## src/rtl/split_parallel_to_serial_pkg.sv

```systemverilog
// Shared definitions for the parallel/serial stream paths: lane state encoding,
// serial beat layout and the helpers that define where each field sits in a word.
package split_parallel_to_serial_pkg;

  // Per-lane serializer state
  typedef enum logic {
    LANE_IDLE  = 1'b0,
    LANE_SHIFT = 1'b1
  } lane_state_e;

  // One beat on a 1-bit valid/ready serial stream
  typedef struct packed {
    logic valid;
    logic data;
  } serial_beat_t;

  // Bit offset of a field inside the merged word: field 0 starts at bit 0,
  // field 1 starts directly above field 0.
  function automatic int field_offset(input int field_idx, input int width_1);
    return (field_idx == 0) ? 0 : width_1;
  endfunction

  // Bit-counter width for a lane of the given width; a 1-bit lane still gets a 1-bit counter.
  function automatic int cnt_width(input int lane_width);
    return $clog2((lane_width < 2) ? 2 : lane_width);
  endfunction

endpackage

```

## src/rtl/split_parallel_to_serial_p2s.sv

```systemverilog
// Single-lane serializer: loads an IN_WIDTH field on request and shifts it out
// LSB first on a 1-bit valid/ready stream, reporting idle once fully drained.
module parallel_to_serial
  import split_parallel_to_serial_pkg::*;
#(
  parameter int IN_WIDTH = 8
) (
  input  logic                clk,
  input  logic                aresetn,
  input  logic                load,
  input  logic [IN_WIDTH-1:0] load_data,
  output logic                idle,
  output logic                m_valid,
  input  logic                m_ready,
  output logic                m_data
);

  localparam int CW = cnt_width(IN_WIDTH);
  localparam logic [CW-1:0] LAST_CNT = CW'(IN_WIDTH - 1);

  lane_state_e         state_q, state_d;
  logic [IN_WIDTH-1:0] shift_q, shift_d;
  logic [CW-1:0]       cnt_q, cnt_d;

  // Next-state logic: load on request while idle, shift on each accepted beat
  always_comb begin
    state_d = state_q;
    shift_d = shift_q;
    cnt_d   = cnt_q;
    case (state_q)
      LANE_IDLE: begin
        if (load) begin
          state_d = LANE_SHIFT;
          shift_d = load_data;
          cnt_d   = '0;
        end
      end
      LANE_SHIFT: begin
        if (m_ready) begin
          shift_d = shift_q >> 1;
          cnt_d   = cnt_q + 1'b1;
          if (cnt_q == LAST_CNT) begin
            state_d = LANE_IDLE;
          end
        end
      end
      default: state_d = LANE_IDLE;
    endcase
  end

  // State, shift register and bit counter, cleared asynchronously
  always_ff @(posedge clk or negedge aresetn) begin
    if (!aresetn) begin
      state_q <= LANE_IDLE;
      shift_q <= '0;
      cnt_q   <= '0;
    end else begin
      state_q <= state_d;
      shift_q <= shift_d;
      cnt_q   <= cnt_d;
    end
  end

  assign idle    = (state_q == LANE_IDLE);
  assign m_valid = (state_q == LANE_SHIFT);
  assign m_data  = shift_q[0];

endmodule

```

## src/rtl/split_parallel_to_serial.sv

```systemverilog
// Accepts one parallel word, splits it into two fields and serializes each field
// on its own independent 1-bit stream; a new word is taken once both lanes are idle.
module split_parallel_to_serial
  import split_parallel_to_serial_pkg::*;
#(
  parameter int WIDTH_1  = 3,
  parameter int WIDTH_2  = 8,
  parameter int IN_WIDTH = WIDTH_1 + WIDTH_2
) (
  input  logic                clk,
  input  logic                aresetn,
  input  logic                s_valid,
  output logic                s_ready,
  input  logic [IN_WIDTH-1:0] s_data,
  output logic                m_valid_1,
  input  logic                m_ready_1,
  output logic                m_data_1,
  output logic                m_valid_2,
  input  logic                m_ready_2,
  output logic                m_data_2
);

  localparam int F1_LO = field_offset(0, WIDTH_1);
  localparam int F2_LO = field_offset(1, WIDTH_1);

  logic idle_1, idle_2;
  logic accept;

  // s_ready depends only on registered lane state, never on m_ready or s_valid
  assign s_ready = idle_1 && idle_2;
  assign accept  = s_valid && s_ready;

  parallel_to_serial #(.IN_WIDTH(WIDTH_1)) u_lane_1 (
    .clk       (clk),
    .aresetn   (aresetn),
    .load      (accept),
    .load_data (s_data[F1_LO +: WIDTH_1]),
    .idle      (idle_1),
    .m_valid   (m_valid_1),
    .m_ready   (m_ready_1),
    .m_data    (m_data_1)
  );

  parallel_to_serial #(.IN_WIDTH(WIDTH_2)) u_lane_2 (
    .clk       (clk),
    .aresetn   (aresetn),
    .load      (accept),
    .load_data (s_data[F2_LO +: WIDTH_2]),
    .idle      (idle_2),
    .m_valid   (m_valid_2),
    .m_ready   (m_ready_2),
    .m_data    (m_data_2)
  );

endmodule

```

## config.mk

```make
export PLATFORM = sky130hd
export DESIGN_NAME = split_parallel_to_serial
export DESIGN_NICKNAME = d
export VERILOG_FILES = /design/src/rtl/split_parallel_to_serial_pkg.sv /design/src/rtl/split_parallel_to_serial_p2s.sv /design/src/rtl/split_parallel_to_serial.sv
export SDC_FILE = /design/constraint.sdc
export NUM_CORES = 1
export LEC_CHECK = 0
export ABC_CLOCK_PERIOD_IN_PS = 2000
export BUFFER_PORTS_ARGS = -buffer_cell sky130_fd_sc_hd__buf_2
export CORE_AREA = 2 2 61 63
export DETAILED_ROUTE_END_ITERATION = 8
export DIE_AREA = 0 0 63 65
export PLACE_DENSITY = 0.5
export REMOVE_ABC_BUFFERS = 1
export SLEW_MARGIN = 10
export SYNTH_ARGS = -nofsm -noshare
export SYNTH_HDL_FRONTEND = slang
export SYNTH_HIERARCHICAL = 1
export SYNTH_SLANG_ARGS = --single-unit
export TNS_END_PERCENT = 10
```

## constraint.sdc

```tcl
create_clock -name clk -period 2 [get_ports clk]
set_clock_uncertainty 0.15 [all_clocks]
set_input_delay 0.2 -clock clk [delete_from_list [all_inputs] [get_ports clk]]
set_output_delay 0.2 -clock clk [all_outputs]
set_load 0.005 [all_outputs]
```

==> summary.txt <==
Setup path
  – Critical Path AT: between 1.5 and 2 ns
  – Total stage count of the critical path: 5
  – Crit-path cells: inv_1 -> and3_1 -> buf_4 -> nor2_1 -> o2bb2ai_1
  – Cells on worst reg2reg path: 5
  – Buf/Inv on CP: 2
  – WP data required: 2.08 ns
  – CP peak stage delay: between 0.5 and 0.6 ns
  – Setup crit end kind: flop
  – Startpoint Class: flop
  – Crit-path slowest cell: dfrtp_1
  – Crit path max-delay family: flip-flops
  – Critical path fanouts, max: 11
  – Worst setup path category: reg2reg

Drt
  – DRT Wirelength: 1.85 mm
  – DRT Pass-1 Iters: 4
  – Wire per inst: approximately 12 um
  – Vias per inst: 4.63
  – Vias: 723
  – DR DRC count: 0
  – DR iter-0 viols: 13
  – Detail Route Antenna Nets: 0

Layout
  – Layout cells sized above 1: 27.8%
  – ANT cells: 0
  – Area growth syn-to-layout: 20.2%
  – Most common cell after layout, fill and taps aside: mux2i_1
  – Layout Cells excl Fill: about 160
  – Final net count: 128
  – Commonest non-fill, non-tap cells in the layout: mux2i_1 (27), buf_2 (20), dfrtp_1 (18)

STA
  – Final setup vio count: 0
  – Setup TNS: 0 ns
  – PnR worst setup slack: between 0.3 and 0.4 ns
  – Achievable clock frequency: 621 MHz
  – Tmin final: 1.61 ns
  – Slew Limit Fails: 0
  – Fin. Hold Viols: 0
  – Tightest Pin Transition: 0.408 ns
  – Slew headroom: 72.8%
  – RSZ-0062 raised after global routing: false
  – Period utilization: 80.5%

Logic synthesis
  – Ys Warns: 6
  – Sequential share of the synthesized area: between 40 and 50%
  – Post-synthesis cell type count: 24
  – Synth Cell Area: about 990 sq um
  – Syn_area_per_cell: roughly 12 sq um
  – Synth Instances: 83
  – #FFs+latches synth: 18

Global routing
  – Overall Global Routing Usage: 9.80%
  – Vias in the first global route: around 690
  – Total grt overflow: 0
  – First-pass GRT wire length: 3.14 mm
  – Largest net degree at the start of global routing: 19
  – Antenna violations before repair: 0

Floorplan
  – Num rows: 22
  – Die W: 63 um
  – Initial Util: 28.4%
  – Die area: 4100 sq um
  – Die Y: 65 um
  – Core ar.: approximately 3500 sq um
  – IO Count: 21

Placement
  – RePlAce Congestion: 0.791
  – IO Port Bufs: 20
  – Placed cells: 149
  – Hpwl dp: 1.28 mm
  – Dpl ws: about 0.41 ns

Clock tree
  – Clk buf depth: 2
  – Reg clk slew, reported paths: 0.11 ns
  – Hold_buf cts: 2
  – Cells resized by post-CTS repair: 0
  – Worst skew pair latency: 0.29 ns
  – Root Buffer: clkbuf_4
  – CTS Buf Count: 3
  – Post-CTS setup buffers: 0
  – Sink Count: 18
  – CTS tree: done
  – H-tree depth: 1

Run
  – Max-cap violations: 0

Worst hold path
  – Hold Crit Class: in2reg
  – Worst hold path depth: 3

Pwr
  – Leakage: roughly 0.60 nW
  – Worst VDD drop: about 280 uV
  – Power Density: 1210 nW/um^2

Run status
  – Status: finished clean
## cells in the mapped netlist
master | n | area, sq um
mux2i_1 | 27 | 270
buf_4 | 2 | 15.0
nor2_1 | 1 | 3.75
buf_6 | 3 | 33.8
and3_1 | 1 | 6.26
nand3_1 | 3 | 15.0
ha_1 | 3 | 37.5
a32o_1 | 1 | 10.0
nor2b_1 | 1 | 6.26
o2bb2ai_1 | 3 | 26.3
a21oi_1 | 1 | 5.00
a31oi_1 | 2 | 12.5
nor2b_4 | 1 | 13.8
inv_2 | 1 | 3.75
a211oi_1 | 1 | 7.51
nor2_2 | 1 | 6.26
xnor2_1 | 2 | 17.5
nand2_1 | 2 | 7.51
o21ai_1 | 3 | 15.0
o22ai_1 | 1 | 6.26
inv_1 | 3 | 11.3
dfrtp_1 | 18 | 450
nand2b_1 | 1 | 6.26
and2_1 | 1 | 6.26
## layer usage
metal  vias to the layer above  GRT usage, %  part of all wire, %
li1                        351             -                    -
met1                       365          12.5                   48
met2                         5          16.0                   50
met3                         2         0.521                 0.92
met4                         0          6.67                  1.2
met5                         -             0                    0
## sequential cells by signal, indices dropped and copies added, names as in the netlist
| signal | flops |
|---|---|
| u_lane_2/shift_q | 8 |
| u_lane_1/shift_q | 3 |
| u_lane_2/cnt_q | 3 |
| u_lane_1/cnt_q | 2 |
| u_lane_1/m_valid | 1 |
| u_lane_2/m_valid | 1 |
## tightest hold or removal path, stage by stage
cell and delay (ns):
buf_2 0.08, a211oi_1 0.05, a21oi_1 0.11
## final cells by class
type / instances / area, sq um
Clock buffer: 4 / 36.3
Fill cell: 364 / 2300
Inverter: 4 / 15.0
Multi-Input combinational cell: 56 / 479
Sequential cell: 18 / 450
Tap cell: 48 / 60.1
Timing Repair Buffer: 26 / 153
## stage by stage
stage	utilization (%)	power [W]	hold slack (ns)	area, sq um
finish	34.1	0.00145	0.0347	1190
global route	34.1	0.00159	0.0357	1190
CTS	33.9	0.00147	0.00561	1180
detailed placement	32.2	0.00123	0.0106	1130
global placement	32.2	0.00121	0.0142	1130
floorplan	-	0.00103	-0.246	945
## cell families after synthesis
group | synth area share [%]
compound gates | 8.31
xor+xnor | 1.76
fa+ha+maj | 3.78
buf+inv | 6.42
flops | 45.3
mux | 27.2
simple gates | 7.18
## where the power goes
group	switching (W)	internal, W	total, W
logic	0.000291	0.000305	0.000596
registers	0.000122	0.000503	0.000625
clock network	0.000114	0.000111	0.000225
total	0.000527	0.000919	0.00145
## final timing paths
check | startpoint | end | slack, ns
setup / recovery | u_lane_1/m_valid | u_lane_2/cnt_q[2] | 0.39
hold / removal | s_data[0] | u_lane_1/shift_q[0] | 0.03
setup reg to reg | u_lane_1/m_valid | u_lane_2/cnt_q[2] | 0.39
hold reg to reg | u_lane_2/shift_q[7] | u_lane_2/shift_q[7] | 0.36
max in group asynchronous | aresetn | u_lane_1/cnt_q[1] | 1.20
min in group asynchronous | aresetn | u_lane_2/cnt_q[2] | 0.21
No activity file was read; power rests on OpenSTA's default activity.
